File: src/rtl/mic_pkg.sv
// mic_pkg: shared types and default parameters for the microphone frame
// scheduler slice.
//   state_t          - scheduler FSM states
//   *_DEF            - default sample width, frame length and start watermark
package mic_pkg;

  localparam int DATA_WIDTH_DEF  = 24;
  localparam int FRAME_LEN_DEF   = 32;
  localparam int START_LEVEL_DEF = 16;

  typedef enum logic [1:0] {
    IDLE  = 2'd0,
    WAIT  = 2'd1,
    RUN   = 2'd2,
    FLUSH = 2'd3
  } state_t;

endpackage

File: src/rtl/mic_skid_buf.sv
// mic_skid_buf: 2-entry output buffer behind a FIFO whose data_out is valid
// one cycle after the pop strobe. It tracks the single read that can be in
// flight and grants a credit only when the issued read is guaranteed a slot.
// Ports:
//   i_clk, i_rst     clock, synchronous active-high reset
//   i_rd_issue       a FIFO pop is issued this cycle
//   i_rd_data        FIFO data_out (valid the cycle after i_rd_issue)
//   o_credit_ok      a new read may be issued this cycle
//   o_valid/i_ready  downstream handshake
//   o_data           head-of-buffer sample
module mic_skid_buf
  import mic_pkg::*;
#(
  parameter int DATA_WIDTH = DATA_WIDTH_DEF
) (
  input  logic                  i_clk,
  input  logic                  i_rst,
  input  logic                  i_rd_issue,
  input  logic [DATA_WIDTH-1:0] i_rd_data,
  output logic                  o_credit_ok,
  output logic                  o_valid,
  input  logic                  i_ready,
  output logic [DATA_WIDTH-1:0] o_data
);

  logic                  r_pend;
  logic [1:0]            r_count;
  logic [DATA_WIDTH-1:0] r_head;
  logic [DATA_WIDTH-1:0] r_tail;

  logic                  w_pop;
  logic                  w_push;
  logic [1:0]            w_committed;

  assign o_valid = (r_count != 2'd0);
  assign o_data  = r_head;
  assign w_pop   = o_valid & i_ready;
  assign w_push  = r_pend;

  // Slots still owed after this cycle's pop: counting the pop in the same
  // cycle is what lets a read issue every cycle while the consumer is ready.
  assign w_committed = r_count + 2'(r_pend) - 2'(w_pop);
  assign o_credit_ok = (w_committed < 2'd2);

  always_ff @(posedge i_clk) begin
    if (i_rst) begin
      r_pend  <= 1'b0;
      r_count <= 2'd0;
      r_head  <= '0;
      r_tail  <= '0;
    end else begin
      r_pend  <= i_rd_issue;
      r_count <= r_count + 2'(w_push) - 2'(w_pop);
      case ({w_push, w_pop})
        2'b10: begin
          if (r_count == 2'd0) r_head <= i_rd_data;
          else                 r_tail <= i_rd_data;
        end
        2'b01: r_head <= r_tail;
        2'b11: begin
          if (r_count == 2'd1) begin
            r_head <= i_rd_data;
          end else begin
            r_head <= r_tail;
            r_tail <= i_rd_data;
          end
        end
        default: ;
      endcase
    end
  end

endmodule

File: src/rtl/mic_frame_scheduler.sv
// mic_frame_scheduler: read-side controller for the microphone sample FIFO.
// Tracks FIFO occupancy from snooped pushes, waits for a start watermark,
// pops exactly one frame of FRAME_LEN samples and presents them on a
// valid/ready stream with first/last markers.
// Ports:
//   i_clk, i_rst          clock, synchronous active-high reset (shared with FIFO)
//   i_enable              run request, honoured only between frames
//   i_clr_status          clears o_overflow
//   i_fifo_w_en           snooped FIFO push strobe
//   i_fifo_full/empty     FIFO flags
//   i_fifo_data           FIFO data_out, valid the cycle after o_fifo_r_en
//   o_fifo_r_en           FIFO pop strobe
//   o_m_valid/i_m_ready   output handshake
//   o_m_data              output sample
//   o_m_first/o_m_last    frame index 0 / FRAME_LEN-1 markers
//   o_busy                state is not IDLE
//   o_overflow            sticky push-while-full
//   o_frame_count         completed frames, wrapping
//
// state | meaning
// IDLE  | stopped, no reads
// WAIT  | armed, waiting for occupancy to reach START_LEVEL
// RUN   | issuing reads for the current frame
// FLUSH | all reads issued, draining until the last sample is accepted
module mic_frame_scheduler
  import mic_pkg::*;
#(
  parameter int DEPTH       = 64,
  parameter int DATA_WIDTH  = DATA_WIDTH_DEF,
  parameter int FRAME_LEN   = FRAME_LEN_DEF,
  parameter int START_LEVEL = START_LEVEL_DEF,
  parameter int CNT_WIDTH   = 16
) (
  input  logic                  i_clk,
  input  logic                  i_rst,
  input  logic                  i_enable,
  input  logic                  i_clr_status,
  input  logic                  i_fifo_w_en,
  input  logic                  i_fifo_full,
  input  logic                  i_fifo_empty,
  input  logic [DATA_WIDTH-1:0] i_fifo_data,
  output logic                  o_fifo_r_en,
  output logic                  o_m_valid,
  input  logic                  i_m_ready,
  output logic [DATA_WIDTH-1:0] o_m_data,
  output logic                  o_m_first,
  output logic                  o_m_last,
  output logic                  o_busy,
  output logic                  o_overflow,
  output logic [CNT_WIDTH-1:0]  o_frame_count
);

  localparam int LVL_W = $clog2(DEPTH) + 1;
  localparam int IDX_W = $clog2(FRAME_LEN);
  localparam logic [IDX_W-1:0] LAST_IDX = IDX_W'(FRAME_LEN - 1);

  state_t               r_state;
  state_t               w_state_nxt;
  logic [LVL_W-1:0]     r_level;
  logic [IDX_W-1:0]     r_req_cnt;
  logic [IDX_W-1:0]     r_out_idx;
  logic                 r_overflow;
  logic [CNT_WIDTH-1:0] r_frame_count;

  logic w_credit_ok;
  logic w_m_valid;
  logic w_rd;
  logic w_push_ok;
  logic w_hs;
  logic w_last_hs;
  logic w_last_req;

  mic_skid_buf #(
    .DATA_WIDTH (DATA_WIDTH)
  ) u_skid (
    .i_clk       (i_clk),
    .i_rst       (i_rst),
    .i_rd_issue  (w_rd),
    .i_rd_data   (i_fifo_data),
    .o_credit_ok (w_credit_ok),
    .o_valid     (w_m_valid),
    .i_ready     (i_m_ready),
    .o_data      (o_m_data)
  );

  assign w_push_ok  = i_fifo_w_en & ~i_fifo_full;
  assign w_rd       = (r_state == RUN) & w_credit_ok & ~i_fifo_empty;
  assign w_last_req = w_rd & (r_req_cnt == LAST_IDX);
  assign w_hs       = w_m_valid & i_m_ready;
  assign w_last_hs  = w_hs & (r_out_idx == LAST_IDX);

  assign o_fifo_r_en   = w_rd;
  assign o_m_valid     = w_m_valid;
  assign o_m_first     = w_m_valid & (r_out_idx == '0);
  assign o_m_last      = w_m_valid & (r_out_idx == LAST_IDX);
  assign o_busy        = (r_state != IDLE);
  assign o_overflow    = r_overflow;
  assign o_frame_count = r_frame_count;

  always_comb begin
    w_state_nxt = r_state;
    case (r_state)
      IDLE:  if (i_enable) w_state_nxt = WAIT;
      WAIT: begin
        if (!i_enable)                              w_state_nxt = IDLE;
        else if (r_level >= LVL_W'(START_LEVEL))    w_state_nxt = RUN;
      end
      RUN:   if (w_last_req) w_state_nxt = FLUSH;
      FLUSH: if (w_last_hs)  w_state_nxt = i_enable ? WAIT : IDLE;
      default: w_state_nxt = IDLE;
    endcase
  end

  always_ff @(posedge i_clk) begin
    if (i_rst) begin
      r_state       <= IDLE;
      r_level       <= '0;
      r_req_cnt     <= '0;
      r_out_idx     <= '0;
      r_overflow    <= 1'b0;
      r_frame_count <= '0;
    end else begin
      r_state <= w_state_nxt;

      case ({w_push_ok, w_rd})
        2'b10:   r_level <= r_level + 1'b1;
        2'b01:   r_level <= r_level - 1'b1;
        default: ;
      endcase

      if (w_rd) r_req_cnt <= w_last_req ? '0 : r_req_cnt + 1'b1;

      if (w_hs) r_out_idx <= (r_out_idx == LAST_IDX) ? '0 : r_out_idx + 1'b1;

      if (w_last_hs) r_frame_count <= r_frame_count + 1'b1;

      // A new push-while-full outranks a simultaneous clear.
      if (i_fifo_w_en & i_fifo_full) r_overflow <= 1'b1;
      else if (i_clr_status)         r_overflow <= 1'b0;
    end
  end

endmodule

File: config.mk
export PLATFORM = sky130hd
export DESIGN_NAME = mic_frame_scheduler
export DESIGN_NICKNAME = d
export VERILOG_FILES = /design/src/rtl/mic_pkg.sv /design/src/rtl/mic_skid_buf.sv /design/src/rtl/mic_frame_scheduler.sv
export SDC_FILE = /design/constraint.sdc
export NUM_CORES = 1
export LEC_CHECK = 0
export ABC_AREA = 1
export BUFFER_PORTS_ARGS = -buffer_cell sky130_fd_sc_hd__buf_2
export CAP_MARGIN = 40
export CORE_ASPECT_RATIO = 0.9
export CORE_MARGIN = 2
export CORE_UTILIZATION = 55
export CTS_CLUSTER_DIAMETER = 100
export DETAILED_ROUTE_END_ITERATION = 16
export PLACE_DENSITY = 0.79
export SKIP_CTS_REPAIR_TIMING = 1
export SLEW_MARGIN = 20
export SYNTH_ARGS = -nofsm -noshare
export SYNTH_HDL_FRONTEND = slang
export SYNTH_SLANG_ARGS = --single-unit
File: constraint.sdc
create_clock -name i_clk -period 3.7 [get_ports i_clk]
set_input_delay 0.37 -clock i_clk [delete_from_list [all_inputs] [get_ports i_clk]]
set_output_delay 0.37 -clock i_clk [all_outputs]
set_load 0.005 [all_outputs]
==> impl_metrics.ini <==
[final_layout]
final-seq-area_um2 = 1740
finalCoreUtilization_pct = 66.4
post_route_cells_drive_above_1_share_pct = 19.5
layoutNonFillerInstCount = 692
synthToLayoutAreaGrowth_pct = 16.1
total_inserted_antenna_cells = 0
filler_cell_count = 611
nNetsFinal = 641
multi_input_gate_area_um2 = 1990

[clock_tree]
cts.sinks = 87
tritoncts_clock_tree = done
clockRootBuffer = sky130_fd_sc_hd__clkbuf_8
clock_tree.buffer_depth = 2
cts_max_level = 3
clkLatencyLatePin_ns = 0.35
numCtsBuffers = 9
worst_setup_hold_path_clk_slew_ns = 0.09

[setup_path]
endpoint = r_level[5]
reg2reg_depth = 25
category_of_the_most_critical_setup_path = flip-flop to flip-flop
critical_path.startpoint_type = flip-flop
regToRegEndpoint = r_level[5]
critical_path.max_fanout = 10
endpoint_kind = flip-flop
worst_setup_path_startpoint = u_skid.r_count[0]
worstReg2RegStart = u_skid.r_count[0]
setup.reg_to_reg.worst_slack_ns = 0.29
crit_required_ns = 3.95
timing.critical_path.arrival_ns = 3.67

[global_routing]
grt_pass1_vias = 3396
grt_pass1_wl_um = 15200
grt_antenna_before_repair = 0
globalRouteTotalUtil_pct = 23.5
globalRouteOverflowTotal = 0
pin_count_of_the_biggest_net_entering_global_routing = 49

[timing]
min_period_over_period_pct = 92.3
unrepaired_setup_endpoints_after_global_routing = no
transition_time_of_the_tightest_slew_check_pin_ns = 0.778
fmax_mhz = 293
fin_crit_ns = 3.41
report.final.slew_viol_count = 0
worst_hold_slack_after_final_layout_ns = 0.267
finalSetupTns_ns = 0
final.setup.worst_slack_ns = 0.287
clock_skew_ns = 0.0143
timing.max_slew.rel_slack_pct = 48.0
timing_hold_violations_final = 0
setup-violations-final = 0

[detailed_routing]
post-route-drc-count = 0
avgViaCountPerCell = 5.25
totalWireLength_um = 9080
initialDrtViolationCount = 181
detail_routed_net_length_per_standard_cell_um = 13.1
drt_pre_antenna_iters = 4
routed_vias = 3634
post_route_ant_nets = 0

[logic_synthesis]
number_of_storage_elements_in_the_synthesis_netlist = 87
synth_cell_type_count = 33
synthesis.area_um2 = 4050
synthesis.nets = 570
syn-instance-count = 523
postSynthAreaPerCell_um2 = 7.73
synth_seq_area_share_pct = 43.1
synth_warnings = 0

[floorplan]
floorplan.initialDensity_pct = 57.2
die_height_um = 85.4
design.core.area_um2 = 7080
die_area_um2 = 8060
design.portCount = 78
std_cell_rows = 29
die_width_um = 94.4

[power]
reported_leakage_power_nw = 2.31
vdd_ir_drop_max_mv = 0.386
power_density_nw_per_um2 = 587

[place]
place.gp.congestion = 0.856
dp.cells = 676
dp.final_hpwl_um = 6260
placement.setup.worst_slack_ns = 0.0511
numPortBuffers = 77

[hold_path]
worstHoldPathType = primary input to flip-flop

[outcome]
run_status = finished, final reports clean

[flow_run]
max-cap-violations = 0
[routing by layer]
layer,share of wire [%],wire (um),vias to the layer above,track usage [%]
met4,0.87,79,0,6.32
met3,6.1,556,7,6.93
met2,48,4380,97,39.8
li1,-,-,1861,-
met1,45,4060,1669,29.2
met5,0,0,-,0
[final cells by class]
| type | instances | share of cell area [%] |
|---|---|---|
| inverters | 59 | 4.82 |
| flip-flops and latches | 87 | 37.1 |
| clock buffers | 11 | 3.22 |
| clock inverters | 5 | 1.36 |
| well taps | 93 | 2.48 |
| multi-input cells | 358 | 42.5 |
| repair buffers | 79 | 8.53 |
[through the flow]
step           power, W  area (um2)
2_1_floorplan   0.00179        4050
3_3_place_gp    0.00204        4470
3_5_place_dp    0.00207        4470
4_1_cts         0.00277        4680
5_1_grt         0.00294        4700
6_report        0.00276        4700
[flip-flops by register name, indices dropped and copies added, names as in the netlist, named ones only]
register        flops
o_frame_count      16
o_overflow          1
r_level             7
r_out_idx           5
r_req_cnt           5
r_state             1
u_skid.o_data      24
u_skid.r_count      2
u_skid.r_pend       1
u_skid.r_tail      24
[worst max-delay path, stage by stage (launching register included)]
cell	delay, ns
sky130_fd_sc_hd__dfxtp_1	0.40
sky130_fd_sc_hd__nor2_4	0.09
sky130_fd_sc_hd__nor2_8	0.17
sky130_fd_sc_hd__inv_6	0.09
sky130_fd_sc_hd__ha_1	0.28
sky130_fd_sc_hd__inv_1	0.04
sky130_fd_sc_hd__ha_1	0.20
sky130_fd_sc_hd__inv_1	0.09
sky130_fd_sc_hd__nand2_1	0.06
sky130_fd_sc_hd__nand2_1	0.06
sky130_fd_sc_hd__nand3_1	0.11
sky130_fd_sc_hd__nand2_1	0.08
sky130_fd_sc_hd__inv_1	0.05
sky130_fd_sc_hd__nand2_2	0.12
sky130_fd_sc_hd__inv_2	0.10
sky130_fd_sc_hd__ha_4	0.20
sky130_fd_sc_hd__ha_1	0.34
sky130_fd_sc_hd__nand2_1	0.10
sky130_fd_sc_hd__nand3_1	0.13
sky130_fd_sc_hd__nand2_1	0.08
sky130_fd_sc_hd__nand2_1	0.04
sky130_fd_sc_hd__a21oi_1	0.15
sky130_fd_sc_hd__nor2_1	0.07
sky130_fd_sc_hd__nor2_1	0.10
sky130_fd_sc_hd__a21o_1	0.12
sky130_fd_sc_hd__inv_1	0.03
[synthesized netlist by cell type]
| library cell | n | area (um2) |
|---|---|---|
| sky130_fd_sc_hd__dfxtp_1 | 87 | 1740 |
| sky130_fd_sc_hd__nor2_1 | 82 | 308 |
| sky130_fd_sc_hd__o21ai_0 | 70 | 350 |
| sky130_fd_sc_hd__inv_1 | 55 | 206 |
| sky130_fd_sc_hd__nand2_1 | 54 | 203 |
| sky130_fd_sc_hd__a21oi_1 | 53 | 265 |
| sky130_fd_sc_hd__mux2i_1 | 23 | 230 |
| sky130_fd_sc_hd__nand3_1 | 17 | 85.1 |
| sky130_fd_sc_hd__nor3_1 | 15 | 75.1 |
| sky130_fd_sc_hd__ha_1 | 14 | 175 |
| sky130_fd_sc_hd__clkbuf_1 | 9 | 33.8 |
| sky130_fd_sc_hd__buf_2 | 7 | 35.0 |
| sky130_fd_sc_hd__nand4_1 | 5 | 31.3 |
| sky130_fd_sc_hd__nand2_2 | 4 | 25.0 |
| sky130_fd_sc_hd__inv_2 | 3 | 11.3 |
| sky130_fd_sc_hd__nor2_4 | 3 | 33.8 |
| sky130_fd_sc_hd__xnor2_1 | 3 | 26.3 |
| sky130_fd_sc_hd__buf_6 | 2 | 22.5 |
| sky130_fd_sc_hd__nor2_8 | 2 | 40.0 |
| sky130_fd_sc_hd__xor2_1 | 2 | 17.5 |
| sky130_fd_sc_hd__a21o_1 | 1 | 7.51 |
| sky130_fd_sc_hd__a31oi_1 | 1 | 6.26 |
| sky130_fd_sc_hd__buf_4 | 1 | 7.51 |
| sky130_fd_sc_hd__fa_1 | 1 | 20.0 |
| sky130_fd_sc_hd__inv_6 | 1 | 8.76 |
| sky130_fd_sc_hd__nand2_4 | 1 | 11.3 |
| sky130_fd_sc_hd__nand3b_4 | 1 | 20.0 |
| sky130_fd_sc_hd__nand4_2 | 1 | 12.5 |
| sky130_fd_sc_hd__nor2_2 | 1 | 6.26 |
| sky130_fd_sc_hd__nor3_2 | 1 | 10.0 |
| sky130_fd_sc_hd__nor3b_1 | 1 | 7.51 |
| sky130_fd_sc_hd__o21ai_1 | 1 | 5.00 |
| sky130_fd_sc_hd__or2_2 | 1 | 6.26 |
[cell usage in the layout, fill, tap and decap left out, drive strengths merged, types with 2 or more instances in the layout]
| cell type | n |
|---|---|
| clkinv | 2 |
| dfxtp | 87 |
| xnor2 | 3 |
| buf | 79 |
| ha | 14 |
| inv | 60 |
| nand4 | 6 |
| clkbuf | 11 |
| nor2 | 88 |
| xor2 | 2 |
| mux2i | 23 |
| nand2 | 59 |
| a21oi | 53 |
| o21ai | 71 |
| nand3 | 17 |
| nor3 | 16 |
[power by group]
group          leakage [nW]  internal (W)  switching (W)
clock network         0.106      0.000354       0.000346
registers             0.705       0.00111      0.0000970
logic                  1.49      0.000346       0.000509
[worst min-delay path by stage]
stage               slack, ns  cells past startpoint           endpoint             start
finish                   0.27                      3  u_skid.r_tail[23]   i_fifo_data[23]
floorplan                0.44                      1         r_level[0]        r_level[0]
global placement         0.45                      2         o_overflow        o_overflow
global route             0.27                      3  u_skid.r_tail[23]   i_fifo_data[23]
detailed placement       0.47                      2   u_skid.r_tail[1]  u_skid.r_tail[1]
CTS                      0.25                      3  u_skid.r_tail[23]   i_fifo_data[23]
[cell families (layout without fill, tap and decap cells)]
| family | after synthesis | count (layout) | synth area share (%) |
|---|---|---|---|
| AND/OR/NAND/NOR | 189 | 189 | 21.6 |
| AO/OA/AOI/OAI | 126 | 126 | 15.7 |
| flip-flops | 87 | 87 | 43.1 |
| buffers and inverters | 78 | 154 | 8.04 |
| multiplexers | 23 | 23 | 5.69 |
| adder cells (fa/ha/maj) | 15 | 15 | 4.83 |
| XOR/XNOR | 5 | 5 | 1.08 |
(Power assumes the default switching activity.)
